<file path="src/rtl/synth_pkg.sv">
// Shared types and constants for the keyboard voice arbiter.
// Half-periods are in 48 kHz sample-clock units for the square-wave tone generator.
package synth_pkg;

  localparam int NUM_KEYS = 12;

  typedef logic [3:0] note_idx_t;

  typedef enum logic [1:0] {
    IDLE,
    SCAN,
    UPDATE
  } arb_state_t;

  // C4..B4
  localparam logic [7:0] HALF_PERIOD_LUT [NUM_KEYS] = '{
    8'd92, 8'd87, 8'd82, 8'd77, 8'd73, 8'd69,
    8'd65, 8'd61, 8'd58, 8'd55, 8'd51, 8'd49
  };

  function automatic logic [7:0] half_period_of(note_idx_t idx);
    logic [7:0] hp;
    hp = 8'd0;
    for (int i = 0; i < NUM_KEYS; i++) begin
      if (idx == 4'(i)) hp = HALF_PERIOD_LUT[i];
    end
    return hp;
  endfunction

endpackage

</file>
<file path="src/rtl/note_priority_arbiter_if.sv">
// Voice-ownership bus from the arbiter to the tone generator.
interface note_priority_arbiter_if;
  import synth_pkg::*;

  note_idx_t   note_idx;
  logic        note_valid;
  logic [7:0]  half_period;
  logic        note_change;

  modport master (output note_idx, output note_valid, output half_period, output note_change);
  modport slave  (input  note_idx, input  note_valid, input  half_period, input  note_change);

endinterface

</file>
<file path="src/rtl/note_priority_arbiter_key_debouncer.sv">
// Per-key synchroniser and debouncer; emits a one-clk press or release strobe
// once a new level has been stable for DEBOUNCE_TICKS sample ticks.
module key_debouncer #(
  parameter int DEBOUNCE_TICKS = 240
) (
  input  logic clk,
  input  logic rst,
  input  logic sample_tick,
  input  logic key_raw,
  output logic press_evt,
  output logic release_evt
);

  localparam int CW = $clog2(DEBOUNCE_TICKS + 1);

  logic          meta;
  logic          sync;
  logic          level;
  logic [CW-1:0] cnt;
  logic          accept;

  assign accept = sample_tick && (sync != level) && (cnt == CW'(DEBOUNCE_TICKS - 1));

  always_ff @(posedge clk or posedge rst) begin
    if (rst) begin
      meta  <= 1'b0;
      sync  <= 1'b0;
      level <= 1'b0;
      cnt   <= '0;
    end else begin
      meta <= key_raw;
      sync <= meta;
      if (sync == level) begin
        cnt <= '0;
      end else if (accept) begin
        level <= sync;
        cnt   <= '0;
      end else if (sample_tick) begin
        cnt <= cnt + CW'(1);
      end
    end
  end

  assign press_evt   = accept && sync;
  assign release_evt = accept && !sync;

endmodule

</file>
<file path="src/rtl/note_priority_arbiter.sv">
// Last-pressed-priority arbiter: a stack of held keys, the top entry owns the
// single square-wave voice. A scan FSM folds pending key events into the stack.
module note_priority_arbiter
  import synth_pkg::*;
#(
  parameter int DEBOUNCE_TICKS = 240
) (
  input  logic                clk,
  input  logic                rst,
  input  logic                sample_tick,
  input  logic [NUM_KEYS-1:0] keys,
  note_priority_arbiter_if.master voice
);

  logic [NUM_KEYS-1:0] press_evt, release_evt;
  logic [NUM_KEYS-1:0] pend, pend_press, pend_clr;

  for (genvar k = 0; k < NUM_KEYS; k++) begin : g_deb
    key_debouncer #(.DEBOUNCE_TICKS(DEBOUNCE_TICKS)) u_deb (
      .clk         (clk),
      .rst         (rst),
      .sample_tick (sample_tick),
      .key_raw     (keys[k]),
      .press_evt   (press_evt[k]),
      .release_evt (release_evt[k])
    );
  end

  // A new event in the same clk as its clear keeps the flag set.
  always_ff @(posedge clk or posedge rst) begin
    if (rst) begin
      pend       <= '0;
      pend_press <= '0;
    end else begin
      for (int k = 0; k < NUM_KEYS; k++) begin
        if (press_evt[k] || release_evt[k]) begin
          pend[k]       <= 1'b1;
          pend_press[k] <= press_evt[k];
        end else if (pend_clr[k]) begin
          pend[k] <= 1'b0;
        end
      end
    end
  end

  arb_state_t state, state_nxt;
  note_idx_t  scan_k, scan_nxt;
  note_idx_t  stack [NUM_KEYS];
  note_idx_t  stack_nxt [NUM_KEYS];
  note_idx_t  stack_rm [NUM_KEYS];
  logic [4:0] depth, depth_nxt, depth_rm, depth_m1;
  logic       found;
  logic       upd;
  note_idx_t  top_idx;

  always_ff @(posedge clk or posedge rst) begin
    if (rst) begin
      state  <= IDLE;
      scan_k <= '0;
      depth  <= '0;
      for (int i = 0; i < NUM_KEYS; i++) stack[i] <= '0;
    end else begin
      state  <= state_nxt;
      scan_k <= scan_nxt;
      depth  <= depth_nxt;
      for (int i = 0; i < NUM_KEYS; i++) stack[i] <= stack_nxt[i];
    end
  end

  // Entry depth-1 is the top; removal shifts the newer entries down by one.
  always_comb begin
    state_nxt = state;
    scan_nxt  = scan_k;
    depth_nxt = depth;
    pend_clr  = '0;
    upd       = 1'b0;
    found     = 1'b0;
    stack_rm  = stack;
    stack_nxt = stack;
    depth_rm  = depth;
    for (int i = 0; i < NUM_KEYS - 1; i++) begin
      if (5'(i) < depth && stack[i] == scan_k) found = 1'b1;
      if (found) stack_rm[i] = stack[i + 1];
    end
    if (depth == 5'(NUM_KEYS) && stack[NUM_KEYS-1] == scan_k) found = 1'b1;
    if (found) depth_rm = depth - 5'd1;

    case (state)
      IDLE: begin
        if (|pend) begin
          state_nxt = SCAN;
          scan_nxt  = '0;
        end
      end
      SCAN: begin
        if (pend[scan_k]) begin
          pend_clr[scan_k] = 1'b1;
          stack_nxt        = stack_rm;
          depth_nxt        = depth_rm;
          if (pend_press[scan_k]) begin
            stack_nxt[depth_rm[3:0]] = scan_k;
            depth_nxt                = depth_rm + 5'd1;
          end
        end
        if (scan_k == 4'(NUM_KEYS - 1)) state_nxt = UPDATE;
        else                            scan_nxt  = scan_k + 4'd1;
      end
      UPDATE: begin
        upd       = 1'b1;
        state_nxt = IDLE;
      end
      default: state_nxt = IDLE;
    endcase
  end

  assign depth_m1 = depth - 5'd1;
  assign top_idx  = stack[depth_m1[3:0]];

  note_idx_t  note_idx_q;
  logic       note_valid_q;
  logic [7:0] half_period_q;
  logic       note_change_q;

  always_ff @(posedge clk or posedge rst) begin
    if (rst) begin
      note_idx_q    <= '0;
      note_valid_q  <= 1'b0;
      half_period_q <= '0;
      note_change_q <= 1'b0;
    end else begin
      note_change_q <= 1'b0;
      if (upd) begin
        if (depth != 5'd0) begin
          note_idx_q    <= top_idx;
          note_valid_q  <= 1'b1;
          half_period_q <= half_period_of(top_idx);
          note_change_q <= ({1'b1, top_idx} != {note_valid_q, note_idx_q});
        end else begin
          note_valid_q  <= 1'b0;
          half_period_q <= '0;
          note_change_q <= note_valid_q;
        end
      end
    end
  end

  assign voice.note_idx    = note_idx_q;
  assign voice.note_valid  = note_valid_q;
  assign voice.half_period = half_period_q;
  assign voice.note_change = note_change_q;

endmodule

</file>
<file path="src/flat_wrapper.sv">
// flat-port wrapper written by rule: the top's interface ports become plain ports
module note_priority_arbiter_flat import synth_pkg::*;
#(
  parameter int DEBOUNCE_TICKS = 240
)
  (clk, rst, sample_tick, keys, voice_note_idx, voice_note_valid, voice_half_period, voice_note_change);
  note_priority_arbiter_if voice_i ();
  input  logic clk;
  input  logic rst;
  input  logic sample_tick;
  input  logic [NUM_KEYS-1:0] keys;
  output wire logic [$bits(voice_i.note_idx)-1:0] voice_note_idx;
  output wire logic [$bits(voice_i.note_valid)-1:0] voice_note_valid;
  output wire logic [$bits(voice_i.half_period)-1:0] voice_half_period;
  output wire logic [$bits(voice_i.note_change)-1:0] voice_note_change;
  assign voice_note_idx = voice_i.note_idx;
  assign voice_note_valid = voice_i.note_valid;
  assign voice_half_period = voice_i.half_period;
  assign voice_note_change = voice_i.note_change;
  note_priority_arbiter #(.DEBOUNCE_TICKS(DEBOUNCE_TICKS)) u_core (.clk(clk), .rst(rst), .sample_tick(sample_tick), .keys(keys), .voice(voice_i));
endmodule
</file>
<file path="config.mk">
export PLATFORM = sky130hd
export DESIGN_NAME = note_priority_arbiter_flat
export DESIGN_NICKNAME = d
export VERILOG_FILES = /design/src/rtl/synth_pkg.sv /design/src/rtl/note_priority_arbiter_if.sv /design/src/rtl/note_priority_arbiter_key_debouncer.sv /design/src/rtl/note_priority_arbiter.sv /design/src/flat_wrapper.sv
export SDC_FILE = /design/constraint.sdc
export NUM_CORES = 1
export LEC_CHECK = 0
export BUFFER_PORTS_ARGS = -buffer_cell sky130_fd_sc_hd__buf_4
export CAP_MARGIN = 30
export CORE_MARGIN = 2
export CORE_UTILIZATION = 65
export CTS_BUF_LIST = sky130_fd_sc_hd__clkbuf_16
export CTS_CLUSTER_DIAMETER = 40
export DETAILED_ROUTE_END_ITERATION = 7
export PLACE_DENSITY_LB_ADDON = 0.15
export SETUP_SLACK_MARGIN = 0.02
export SYNTH_ARGS = -nofsm -noshare
export SYNTH_HDL_FRONTEND = slang
export SYNTH_SLANG_ARGS = --single-unit
</file>
<file path="constraint.sdc">
create_clock -name clk -period 17.8 [get_ports clk]
set_clock_uncertainty 0.15 [all_clocks]
set_input_delay 2.67 -clock clk [delete_from_list [all_inputs] [get_ports clk]]
set_output_delay 2.67 -clock clk [all_outputs]
set_load 0.01 [all_outputs]
</file>
==> impl_metrics.ini, run 1 <==
[route]
dr_wl_met3_um = 1750
drtAntennaViolNets = 0
drt-pass1-iter-count = 5
dr_wl_met2_um = 13600
vias_per_cell = 6.38
routed_wirelength_um = 28300
vias = 9901
dr.first_iter.drc_count = 788
post_drt_wl_per_cell_um = 18.3
wl_met1_um = 12100
drc_errors = 0
highest_layer = met4

[die]
die_area_um2 = 20200
fp.dieW_um = 142
io_pins = 29
start_util = 0.662
row_count = 50
core-area_um2 = 18700
die_h_um = 142

[cells_and_area]
layout_commonest_cell = dfrtp_1
fin_cells = 1551
final_util = 0.750
fill_cells = 1327
drive_gt1_frac = 0.137
layout_common_cells = 228 x dfrtp_1, 134 x nor2_1, 130 x nand2_1, 113 x o21ai_0, 72 x xnor2_1
antenna_cells = 0
area_growth_pct = 13.3
final_area_um2 = 14000
nets = 1325

[synthesis]
synth-main-ff-cell = dfrtp_1
yosys.area.top_type = dfrtp_1
ys_seq_elements = 228
ys_seq_area_frac = 0.461
yosys_warnings = 0
avgSynthCellArea_um2 = 9.82
yosysUniqueCellTypes = 79
yosysTopAreaCellShare = 0.461
async_flop_share = 1.00
synthCells = 1261
synth_area_leaders = dfrtp_1 46%, xnor2_1 5.1%, o21ai_0 4.6%
syn_area_um2 = 12400
synth_edf_count = 0
syn-num-nets = 1295

[placed_design]
hpwl_um = 18400
placed_area_um2 = 12800
place.port_buffers = 27
place_inst = 1488
gp_congestion = 0.902

[worst_setup_path]
cp.arrival_ps = 4860
cp-end-kind = flip-flop
max_stage_delay_ps = 630
critPathMaxFanout = 70
cp_cell_sequence = buf_4 > nand4_1 > or4_1 > nand3b_1 > nor2b_1 > o21ai_0 > o31ai_1
cpMaxStageDelayCell = or4_1
required_ps = 18030
criticalPathCategory = in -> reg
critPathLaunchType = input port

[run_status]
status = complete, no violations

[power]
pwr_density_cell_nw_per_um2 = 92.8
max-vdd-ir-drop_mv = 0.107
power_leakage_nw = 6.15

[clock_tree]
cts_buffers = 35
clock_sinks = 228
cts_hold_buffers = 0
cts_setup_buffers = 0
cts_tree = built
clk_latency_ps = 500
ctsRootBufferMaster = clkbuf_16
h-tree-depth = 2
clk_pin_slew_ps = 60
clockBufferDepth = 3
cts_resized = 0

[global_routing]
grt_usage = 0.291
grt_antenna_before_repair = 0
grt_pass1_wl_um = 47900
grt_overflow_total = 0
grt_pass1_vias = 9850
grt_max_degree = 100

[timing]
hold_viol = 0
post-route-period-util = 0.260
max_freq_ghz = 0.216
rsz0062_at_grt = no
finalMaxSlewViolations = 0
setup-violations-final = 0
finalSetupTns_ps = 0
max_slew_margin = 0.412
fin_crit_ps = 4630
tightest_slew_ps = 883

[job]
drv_cap = 0

[min_path]
hp-class = reg -> reg
critical path: cells and delay by family:
| kind | cells | cell delay [ps] |
|---|---|---|
| AND/OR/NAND/NOR | 4 | 1320 |
| AO/OA/AOI/OAI | 2 | 260 |
| buffers and inverters | 1 | 580 |
cell type report:
cell class,instances,area [µm²],share of cell area
Clock buffer,37,926,0.0660
Clock inverter,26,340,0.0242
Inverter,36,143,0.0102
Multi-Input combinational cell,953,6350,0.452
Sequential cell,228,5710,0.407
Tap cell,234,293,0.0209
Timing Repair Buffer,37,278,0.0198
sequential cells by signal (all words and copies together), names as in the netlist, named ones only:
name	cells
u_core.g_deb.u_deb.cnt	96
u_core.stack	44
u_core.g_deb.u_deb.level	12
u_core.g_deb.u_deb.meta	12
u_core.g_deb.u_deb.sync	12
u_core.pend	12
u_core.pend_press	12
u_core.voice.half_period	7
u_core.depth	5
u_core.scan_k	4
u_core.voice.note_idx	4
u_core.state	2
u_core.voice.note_change	1
u_core.voice.note_valid	1
final timing paths:
path	depth (start not counted)	slack (ps)	endpoint	start
worst max-delay path	7	13170	u_core.g_deb[11].u_deb.cnt[3]$_DFFE_PP0P_	sample_tick
worst min-delay path	0	200	u_core.g_deb[4].u_deb.sync$_DFF_PP0_	u_core.g_deb[4].u_deb.meta$_DFF_PP0_
worst max register to register	9	13550	u_core.stack[42]$_DFFE_PP0P_	u_core.depth[2]$_DFFE_PP0P_
worst min register to register	0	200	u_core.g_deb[4].u_deb.sync$_DFF_PP0_	u_core.g_deb[4].u_deb.meta$_DFF_PP0_
max in group asynchronous	4	13300	u_core.pend_press[3]$_DFFE_PP0P_	rst
min in group asynchronous	2	2130	u_core.voice.half_period[5]$_DFFE_PP0P_	rst
metal layers:
| layer | track usage | vias up |
|---|---|---|
| met1 | 0.389 | 4794 |
| li1 | - | 4635 |
| met3 | 0.0471 | 80 |
| met5 | 0 | - |
| met4 | 0.116 | 0 |
| met2 | 0.478 | 392 |
metrics by stage:
stage / hold slack, ps / setup WS [ps] / power (mW)
2_1_floorplan: 181 / 8730 / 0.566
3_3_place_gp: 182 / 12650 / 0.576
6_report: 196 / 13170 / 1.30
3_5_place_dp: 185 / 12610 / 0.578
4_1_cts: 197 / 13130 / 1.31
5_1_grt: 205 / 12890 / 1.34
logic make-up (layout without fill, tap and decap cells):
group           after synthesis  in the layout  share of synthesized area
simple gates                483            483                      0.192
compound gates              274            274                      0.147
flops                       228            228                      0.461
xor+xnor                    104            104                     0.0735
buf+inv                      80            136                     0.0272
mux                          72             72                     0.0805
fa+ha+maj                    19             19                     0.0192
other cells                   1              1                   0.000303
where the power goes:
group	internal [mW]	switching (mW)	leakage, nW
clock	0.483	0.251	0.631
combinational	0.0109	0.0244	2.42
sequential	0.526	0.00680	3.10
synthesized netlist by cell type, drive strengths merged, types with 23 or more instances:
cell and instances:
buf 25, xor2 32, xnor2 72, nand3 58
o21ai 122, and3 27, nor2 134, dfrtp 228
a21oi 25, mux2 31, inv 36, nand2 130
mux2i 23
Power figures use the tool's default switching activity.
==> run 2: changes to the inputs <==
ABC_AREA = 1   (was not set)
CORE_UTILIZATION = 57   (was 65)
clock period = 4.2 ns   (was 17.8 ns; I/O delays follow)
==> impl_metrics.ini, run 2 <==
[placed_design]
place.port_buffers = 27
gp_congestion = 0.965
hpwl_um = 22000
place_inst = 2006

[clock_tree]
cts_hold_buffers = 0
clk_latency_ps = 530
cts_buffers = 35
ctsRootBufferMaster = clkbuf_16
h-tree-depth = 2
clockBufferDepth = 3
clk_pin_slew_ps = 50
cts_resized = 0
cts_tree = built
clock_sinks = 228
cts_setup_buffers = 0

[worst_setup_path]
criticalPathCategory = reg -> reg
critPathLaunchType = flip-flop
reg2reg_slack_ps = 490
required_ps = 4450
cp.arrival_ps = 3970
critPathMaxFanout = 14
cp-end-kind = flip-flop

[power]
p_seq_frac = 0.242
swShare = 0.489
p_switching_mw = 6.08
pwr-share-clk = 0.236
pwr_density_cell_nw_per_um2 = 849
internal_power_mw = 6.35
power_leakage_nw = 6.93
power_frac_comb = 0.522
max-vdd-ir-drop_mv = 0.588

[timing]
hold_viol = 0
setup-violations-final = 0
max_slew_margin = 0.355
finalMaxSlewViolations = 0
tightest_slew_ps = 967
max_freq_ghz = 0.269
finalSetupTns_ps = 0
rsz0062_at_grt = no
fin_crit_ps = 3710
post-route-period-util = 0.884

[route]
post_drt_wl_per_cell_um = 15.5
dr.first_iter.drc_count = 1005
drt-pass1-iter-count = 6
vias_per_cell = 5.64
routed_wirelength_um = 32200
drc_errors = 0
vias = 11700
drtAntennaViolNets = 0

[synthesis]
synthCells = 1728
synth_edf_count = 0
ys_seq_elements = 228
synth_area_leaders = dfrtp_1 44%, nand2_1 13%, o21ai_0 6.7%
syn-num-nets = 1762
avgSynthCellArea_um2 = 7.51
async_flop_share = 1.00
yosysUniqueCellTypes = 49
yosys.area.top_type = dfrtp_1
netlist_top_cells_count = 448 x nand2_1, 228 x dfrtp_1, 220 x inv_1, 173 x o21ai_0, 155 x nand3_1
yosys_warnings = 0
yosysTopAreaCellShare = 0.439
synth-main-ff-cell = dfrtp_1
syn_area_um2 = 13000
ys_seq_area_frac = 0.439
synth.most_common_cell = nand2_1

[cells_and_area]
largest_registers = u_core.g_deb.u_deb.cnt (96), u_core.stack (44)
fin_cells = 2070
area_growth_pct = 12.8
regMostFlops = u_core.g_deb.u_deb.cnt
antenna_cells = 0
layout_commonest_cell = nand2_1
nets = 1792
largest_reg_flops = 96
drive_gt1_frac = 0.0807
fill_cells = 1939
layout_common_cells = 447 x nand2_1, 228 x dfrtp_1, 221 x inv_1, 173 x o21ai_0, 155 x nand3_1

[die]
row_count = 55
start_util = 0.577
fp.dieW_um = 155
io_pins = 29
die_h_um = 155
die_area_um2 = 24000
core-area_um2 = 22500

[global_routing]
grt_pass1_wl_um = 54400
grt_usage = 0.275
grt_pass1_vias = 11200
grt_antenna_before_repair = 0
grt_overflow_total = 0
grt_max_degree = 77

[min_path]
hp-class = in -> reg

[run_status]
status = complete, no violations

[job]
drv_cap = 0
[run 2: worst paths after layout]
kind,startpoint,to,cells past startpoint
worst max register to register,u_core.depth[0]$_DFFE_PP0P_,flip-flop,17
max in group asynchronous,rst,u_core.g_deb[11].u_deb.cnt[6]$_DFFE_PP0P_,3
worst min register to register,u_core.g_deb[7].u_deb.meta$_DFF_PP0_,u_core.g_deb[7].u_deb.sync$_DFF_PP0_,0
worst max-delay path,u_core.depth[0]$_DFFE_PP0P_,flip-flop,17
min in group asynchronous,rst,u_core.g_deb[9].u_deb.cnt[4]$_DFFE_PP0P_,2
worst min-delay path,keys[2],u_core.g_deb[2].u_deb.meta$_DFF_PP0_,1
[run 2: area by class of cell]
class / instances / area, µm² / area share
clock buffers: 35 / 876 / 0.0598
clock inverters: 29 / 312 / 0.0213
inverters: 233 / 880 / 0.0601
multi-input cells: 1215 / 6140 / 0.419
flip-flops and latches: 228 / 5710 / 0.390
well taps: 285 / 357 / 0.0244
repair buffers: 45 / 375 / 0.0256
[run 2: per-layer routing]
metal / up-vias / routed length, µm / GRT usage
li1: 5728 / - / -
met2: 367 / 15400 / 0.459
met5: - / 0 / 0
met4: 0 / 792 / 0.0780
met3: 76 / 2060 / 0.0465
met1: 5513 / 13900 / 0.372
[run 2: cell families (layout without fill, tap and decap cells)]
group / count (synthesis) / count (layout) / synth area share
and+or+nand+nor: 811 / 811 / 0.278
AOI/OAI and AO/OA: 327 / 327 / 0.138
buffers and inverters: 285 / 342 / 0.0880
DFF: 228 / 228 / 0.439
xor gates and xnor gates: 57 / 57 / 0.0385
adders and majority gates: 19 / 19 / 0.0183
other: 1 / 1 / 0.000289
[run 2: power groups by stage]
stage,Sequential (mW),Combinational [mW],Clock [mW]
after global placement,3.01,6.29,0
after global routing,3.03,7.31,3.08
final,3.00,6.49,2.93
after detailed placement,3.01,6.36,0
after floorplan,2.87,5.14,0
after CTS,2.98,6.41,2.98
[run 2: metrics by stage]
stage	setup slack (ps)	power (mW)	cell area (µm²)	util	hold slack (ps)
detailed placement	552	9.36	13500	0.598	185
finish	488	12.4	14600	0.651	56.6
global route	135	13.4	14600	0.651	45.6
global placement	644	9.30	13500	0.598	182
floorplan	440	8.01	13000	-	181
CTS	528	12.4	14600	0.651	48.6
[run 2: critical path, stage by stage (launching register included)]
cell and delay [ps]:
dfrtp_1 480, buf_4 240, nor2_1 230, o21ai_1 110
nand3_2 110, nand2_4 100, nor2_8 150, nand4_2 140
nor2_4 150, nand4_4 150, nor2_2 330, nand3_1 140
nand2_2 170, inv_2 90, nor2_4 390, nand3_2 230
nand2_1 120, o21ai_0 80
